===== src/rtl/mul_limb_seq.sv =====
// Limb-serial multiplier: one LIMB_W x LIMB_W partial product per cycle.
// Define MUL_LIMB_SEQ_SIGNED_EN for two's-complement operands (adds NEG).
module mul_limb_seq #(
    parameter int LIMB_W = 12,
    parameter int LIMBS  = 2
) (
    input  logic                      clk,
    input  logic                      rst_n,
    input  logic                      start,
    input  logic [LIMB_W*LIMBS-1:0]   input0,
    input  logic [LIMB_W*LIMBS-1:0]   input1,
    output logic                      busy,
    output logic                      ready,
    output logic                      done,
    output logic [2*LIMB_W*LIMBS-1:0] output0
);
    localparam int W  = LIMB_W * LIMBS;
    localparam int PW = 2 * W;
    localparam int CW = (LIMBS > 1) ? $clog2(LIMBS) : 1;
    localparam logic [CW-1:0] LAST = CW'(LIMBS - 1);

`ifdef MUL_LIMB_SEQ_SIGNED_EN
    typedef enum logic [1:0] {IDLE, CALC, NEG, DONE} state_t;
`else
    typedef enum logic [1:0] {IDLE, CALC, DONE} state_t;
`endif

    state_t state, state_nx;

    logic [W-1:0]        a_q, b_q;
    logic [W-1:0]        a_in, b_in;
    logic [PW-1:0]       acc;
    logic [CW-1:0]       i_q, j_q;
    logic [LIMB_W-1:0]   a_limb, b_limb;
    logic [2*LIMB_W-1:0] pp;
    logic [PW-1:0]       pp_sh;
    logic                last;

`ifdef MUL_LIMB_SEQ_SIGNED_EN
    logic neg_q;
    logic sgn_in;

    // -2^(W-1) negates to itself, which reads correctly as unsigned
    assign a_in   = input0[W-1] ? -input0 : input0;
    assign b_in   = input1[W-1] ? -input1 : input1;
    assign sgn_in = input0[W-1] ^ input1[W-1];
`else
    assign a_in = input0;
    assign b_in = input1;
`endif

    assign busy = (state != IDLE);
    assign last = (i_q == LAST) && (j_q == LAST);

    always_comb begin
        a_limb = '0;
        b_limb = '0;
        for (int k = 0; k < LIMBS; k++) begin
            if (i_q == CW'(k)) a_limb = a_q[k*LIMB_W +: LIMB_W];
            if (j_q == CW'(k)) b_limb = b_q[k*LIMB_W +: LIMB_W];
        end
        pp = {{LIMB_W{1'b0}}, a_limb} * {{LIMB_W{1'b0}}, b_limb};
        pp_sh = '0;
        for (int k = 0; k < 2*LIMBS-1; k++) begin
            if ({1'b0, i_q} + {1'b0, j_q} == (CW+1)'(k))
                pp_sh = PW'(pp) << (k*LIMB_W);
        end
    end

    always_comb begin
        state_nx = state;
        case (state)
            IDLE: if (start) state_nx = CALC;
`ifdef MUL_LIMB_SEQ_SIGNED_EN
            CALC: if (last) state_nx = NEG;
            NEG:  state_nx = DONE;
`else
            CALC: if (last) state_nx = DONE;
`endif
            DONE: state_nx = IDLE;
            default: state_nx = IDLE;
        endcase
    end

    always_ff @(posedge clk or negedge rst_n) begin
        if (!rst_n) state <= IDLE;
        else        state <= state_nx;
    end

    always_ff @(posedge clk or negedge rst_n) begin
        if (!rst_n) begin
            a_q     <= '0;
            b_q     <= '0;
            acc     <= '0;
            i_q     <= '0;
            j_q     <= '0;
            ready   <= 1'b0;
            done    <= 1'b0;
            output0 <= '0;
`ifdef MUL_LIMB_SEQ_SIGNED_EN
            neg_q   <= 1'b0;
`endif
        end else begin
            done <= 1'b0;
            case (state)
                IDLE: begin
                    if (start) begin
                        a_q   <= a_in;
                        b_q   <= b_in;
                        acc   <= '0;
                        i_q   <= '0;
                        j_q   <= '0;
                        ready <= 1'b0;
`ifdef MUL_LIMB_SEQ_SIGNED_EN
                        neg_q <= sgn_in;
`endif
                    end
                end
                CALC: begin
                    acc <= acc + pp_sh;
                    if (i_q == LAST) begin
                        i_q <= '0;
                        j_q <= j_q + 1'b1;
                    end else begin
                        i_q <= i_q + 1'b1;
                    end
                end
`ifdef MUL_LIMB_SEQ_SIGNED_EN
                NEG: if (neg_q) acc <= -acc;
`endif
                DONE: begin
                    output0 <= acc;
                    ready   <= 1'b1;
                    done    <= 1'b1;
                end
                default: ;
            endcase
        end
    end

endmodule


===== config.mk =====
export PLATFORM = sky130hd
export DESIGN_NAME = mul_limb_seq
export DESIGN_NICKNAME = d
export VERILOG_FILES = /design/src/rtl/mul_limb_seq.sv
export SDC_FILE = /design/constraint.sdc
export NUM_CORES = 1
export LEC_CHECK = 0
export ABC_AREA = 0
export CAP_MARGIN = 40
export CORE_ASPECT_RATIO = 1.5
export CORE_MARGIN = 4
export CORE_UTILIZATION = 28
export CTS_BUF_LIST = sky130_fd_sc_hd__clkbuf_8
export DETAILED_ROUTE_END_ITERATION = 8
export HOLD_SLACK_MARGIN = 0.05
export RECOVER_POWER = 100
export SLEW_MARGIN = 20
export SYNTH_ARGS = -nofsm -noshare
export SYNTH_HDL_FRONTEND = slang
export SYNTH_SLANG_ARGS = --single-unit
export TNS_END_PERCENT = 10

===== constraint.sdc =====
create_clock -name clk -period 23.1 [get_ports clk]
set_input_delay 6.93 -clock clk [delete_from_list [all_inputs] [get_ports clk]]
set_output_delay 6.93 -clock clk [all_outputs]
set_load 0.01 [all_outputs]

==> results of run 1 <==
==> registers in the layout, indices dropped and copies added (netlist names), 2 cells and up <==
register and flops:
a_q 24, state 2, output0 48, acc 48, b_q 24
==> final cells by class <==
type	count	area [sq um]	share of cell area, %
timing repair buffer	113	1069	6.812
multi-input combinational	1176	9069	57.82
sequential	150	3754	23.93
antenna	1	2.502	0.01595
clock buffer	18	247.7	1.579
inverter	159	596.8	3.805
tap	656	820.8	5.233
clock inverter	14	126.4	0.8057
==> cells in the final DEF, fill, tap and decap left out, types with 15 or more instances in the layout <==
master and count:
and2_1 33, a21o_1 37, and3_1 16, nand2_1 298
dfrtp_1 150, nor2_1 77, nand4_1 15, mux2i_1 17
mux2_2 71, nand3_1 55, xnor2_1 36, clkdlybuf4s50_1 48
inv_1 161, clkbuf_8 18, o21ai_0 83, fa_1 101
ha_1 112, dlygate4sd3_1 52, a21oi_1 67, xor2_1 20
==> stage by stage <==
step	util [%]	setup WS [ns]
global route	32.30	8.394
floorplan	-	14.63
CTS	32.43	14.39
finish	32.30	10.02
detailed placement	31.66	14.21
global placement	31.55	14.25
==> synthesized netlist by cell type (all sizes together), types with 5 or more instances <==
master,number,area [sq um]
a21o,37,277.8
a21oi,68,344.1
a22o,12,105.1
a31o,6,52.55
a31oi,5,31.28
and2,34,212.7
and3,16,100.1
buf,8,38.78
clkbuf,63,236.5
dfrtp,150,3754
fa,101,2022
ha,112,1401
inv,159,596.8
mux2,72,810.8
mux2i,17,170.2
nand2,299,1122
nand2b,9,56.30
nand3,55,275.3
nand4,16,106.4
nor2,77,289.0
nor2b,8,50.05
nor3,10,50.05
o2111ai,5,50.04
o211ai,7,52.55
o21a,8,60.06
o21ai,86,430.4
o21bai,6,45.04
o31ai,5,37.54
xnor2,36,315.3
xor2,20,175.2
==> worst min-delay path, stage by stage (launching register included) <==
cell,delay [ns]
dfrtp_1,0.34
nand2_1,0.05
nand2_1,0.05
==> logic make-up after synthesis <==
kind of cell               Yosys count  synth area share, %
and+or+nand+nor                    537                17.22
AOI/OAI and AO/OA                  281                13.22
xor gates and xnor gates            56                3.584
muxes                               89                7.168
adders and majority gates          213                25.01
DFF                                150                27.43
buffers and inverters              230                6.372
==> worst paths after layout <==
kind / from / endpoint / slack [ns]
max reg2reg: j_q / acc[41] / 13.59
max: rst_n / acc[38] / 10.02
min: b_q[1] / b_q[1] / 0.47
min reg2reg: b_q[1] / b_q[1] / 0.47
min in group asynchronous: rst_n / b_q[7] / 7.08
max in group clk: start / acc[36] / 12.40
==> routing by layer <==
metal | vias to the layer above | part of all wire, %
li1 | 5331 | -
met3 | 119 | 3.2
met4 | 0 | 5.3
met2 | 288 | 52
met5 | - | 0
met1 | 5422 | 39
==> reports/metrics.csv, run 1 <==
metric,value,unit
hold_viol,0,
avgSynthCellArea,8.795,sq um
synth_ff_type,dfrtp_1,
placementRows,99,
worstPathArrival,13.07,ns
grt_pass1_wl,63580,microns
wl_per_cell,17.08,microns
path_depth,3,
dieArea,52550,sq um
failed_checks,"max-capacitance violations, max-slew violations",
clkSinkCount,150,
grt_pass1_vias,11860,
worstSkewPairLatency,0.52,ns
postCtsHoldBufs,0,
cpMostUsedCell,clkbuf_1,
crit_fanout,56,
nNetsFinal,1881,
path_clk_slew,0.09,ns
slew_headroom,-107.0,%
rsz0062_at_grt,false,
portBuffers,101,
cts_buffer_depth,2,
hold_path_depth,2,
initial_core_util,28.18,%
final_cell_count_no_fill,2287,
synth-edff-count,0,
synth_cell_types,64,
globalplace.congestion,0.9910,
dr.pass1.iters,7,
dp_cells,2254,
vias,11160,
path_cells,clkbuf_1 -> clkbuf_1 -> clkbuf_1,
grt_start_max_net_pins,59,
gr-usage-met1,16.84,%
worstSetupEndpointType,asynchronous set/reset pin,
critPathTopFamily,buffers and inverters,
drv_cap,8,
drc,0,
die_w,188.5,microns
netlist_instances,1556,
synthesis.nets,1820,
critical_path_buf_inv_count,3,
viasPerCell,4.880,
ys_seq_area_share,27.43,%
slowest_delay,2.29,ns
cts_root_buf,clkbuf_8,
final.min_clock_period,13.08,ns
pin_count,102,
layout-drive-gt1-share,7.423,%
fill_cells,5146,
synth_area,13690,sq um
grtUsageTotal,15.04,%
grt_use_met3,1.913,%
outcome,finished with violations,
fin_area,15690,sq um
min_period_over_period,56.64,%
setup_tns,0,ns
timing.hold.ws,0.4727,ns
numCtsBuffers,17,
cts_tree,yes,
grt_overflow,0,
worst_pin_slew,3.106,ns
hp-class,reg2reg,
drt_wl_total,39050,microns
dpl.hpwl,31430,microns
critPathRequiredTime,23.09,ns
h-tree-depth,4,
worstRegToRegCells,30,
slew_viol_final,375,
cts_setup_buffers,0,
ys_warn_count,0,
crit_type,in2async,
area_growth,14.61,%
ctsResizeCount,0,
cp-start-kind,input pin,
fmax,76.43,MHz
die_h,278.8,microns
ant_nets,0,
drt_iter0_drc,766,
async_flop_share,100.0,%
clock_skew,0.02206,ns
antenna_found_initial,1,
core,48560,sq um
busiest_layer,met2,
place_area,15370,sq um
crit_path_top_delay_cell,clkbuf_1,
setup_viol,0,
grt_use_met2,27.72,%
synth_seq_cells,150,
Power of run 1 is not shown: default switching activity piles up to over one toggle a cycle in this logic, so the estimate is an artifact.
==> run 2, diff against run 1 <==
==> constraint.sdc (replaced) <==
create_clock -name clk -period 13.28 [get_ports clk]
set_input_delay 3.984 -clock clk [delete_from_list [all_inputs] [get_ports clk]]
set_output_delay 3.984 -clock clk [all_outputs]
set_load 0.01 [all_outputs]
==> reports/metrics.csv, run 2 (same netlist as run 1, synthesis figures left out) <==
metric,value,unit,change
grtUsageTotal,15.02,%,about the same
grt_overflow,0,,unchanged
crit_fanout,26,,-54%
portBuffers,101,,unchanged
ant_nets,0,,unchanged
rsz0062_at_grt,false,,
slew_viol_final,272,,-27%
cpMostUsedCell,fa_1,,
final_common_cell,nand2_1,,
cts_root_buf,clkbuf_8,,
hp-class,reg2reg,,
crit_type,reg2reg,,
worstSkewPairLatency,0.52,ns,about the same
drc,0,,unchanged
globalplace.congestion,0.9705,,-2.1%
failed_checks,"max-capacitance violations, max-slew violations",,
setup_tns,0,ns,unchanged
layout-drive-gt1-share,7.419,%,about the same
ctsResizeCount,0,,unchanged
final_cell_count_no_fill,2288,,+0.044%
area_growth,14.64,%,about the same
dp_cells,2255,,+0.044%
drt_iter0_drc,580,,-24%
setup_viol,0,,unchanged
postCtsHoldBufs,0,,unchanged
viasPerCell,4.823,,-1.2%
core,48560,sq um,unchanged
crit_path_top_delay_cell,clkbuf_1,,
slew_headroom,-144.3,%,-37 points
numCtsBuffers,17,,unchanged
critPathRequiredTime,13.68,ns,-9.41 ns
cts_tree,yes,,
nNetsFinal,1882,,+0.053%
die_w,188.5,microns,unchanged
drt_wl_total,39270,microns,+0.54%
fmax,99.96,MHz,
cp-start-kind,register,,
wl_per_cell,17.16,microns,+0.50%
h-tree-depth,4,,unchanged
r2r_slack,3.28,ns,-10.31 ns
die_h,278.8,microns,unchanged
vias,11030,,-1.1%
critPathTopFamily,adder cells,,
drv_cap,6,,-2
cts_buffer_depth,2,,unchanged
reg_top3,"acc: 48 flops, output0: 48 flops",,
critical_path_buf_inv_count,4,,+1
dr.pass1.iters,7,,unchanged
final_cell_mix,"298 x nand2_1, 159 x inv_1, 150 x dfrtp_1",,
clock_skew,0.01806,ns,-0.004001 ns
dpl.hpwl,31900,microns,+1.5%
cts_setup_buffers,0,,unchanged
hold_viol,0,,unchanged
slowest_delay,1.14,ns,-1.15 ns
grt_pass1_vias,11820,,-0.39%
antenna_found_initial,1,,unchanged
pin_count,102,,unchanged
min_period_over_period,75.33,%,
worst_pin_slew,3.664,ns,+0.5582 ns
worst_slack,3.276,ns,-6.740 ns
grt_start_max_net_pins,64,,+8.5%
initial_core_util,28.18,%,unchanged
worstPathArrival,10.41,ns,-2.66 ns
outcome,finished with violations,,
final.min_clock_period,10.00,ns,
worstSetupEndpointType,register,,
grt_pass1_wl,63400,microns,-0.28%
placementRows,99,,unchanged
dieArea,52550,sq um,unchanged
dp_slack,4.497,ns,-9.714 ns
clkSinkCount,150,,unchanged
path_clk_slew,0.10,ns,about the same
-- run 2: metal layers --
layer / wire [microns] / share of wire (%) / global-route usage [%] / vias to the layer above
met2: 21040 / 54 / 28.51 / 262
met1: 15130 / 39 / 16.21 / 5347
met4: 1940 / 4.9 / 7.459 / 0
met5: 0 / 0 / 0 / -
met3: 1149 / 2.9 / 2.064 / 101
li1: - / - / - / 5324
-- run 2: worst paths after layout --
path / endpoint / from / depth (start not counted)
max reg2reg: acc[36] / i_q / 29
min in group asynchronous: b_q[11] / rst_n / 1
min: a_q[2] / a_q[2] / 2
max in group asynchronous: output0[30] / rst_n / 3
max: acc[36] / i_q / 29
min reg2reg: a_q[2] / a_q[2] / 2
-- run 2: layout make-up --
class | count | area [sq um]
Antenna cell | 1 | 2.502
Clock buffer | 19 | 261.5
Multi-Input combinational cell | 1176 | 9047
Tap cell | 656 | 820.8
Clock inverter | 13 | 113.9
Inverter | 159 | 596.8
Fill cell | 5136 | 32870
Timing Repair Buffer | 114 | 1092
Sequential cell | 150 | 3754
-- run 2: tightest hold or removal path, stage by stage (launching register included) --
cell and delay [ns]:
dfrtp_1 0.35, nand2_1 0.05, nand2_1 0.05
-- run 2: stage by stage --
| step | util, % | hold WS (ns) | instance area, sq um |
|---|---|---|---|
| finish | 32.31 | 0.4752 | 15690 |
| global route | 32.31 | 0.5087 | 15690 |
| CTS | 32.48 | 0.4838 | 15770 |
| detailed placement | 31.70 | 0.4623 | 15390 |
| global placement | 31.53 | 0.4558 | 15310 |
| floorplan | - | 0.4401 | 13690 |
Power of run 2 is left out for the same reason.
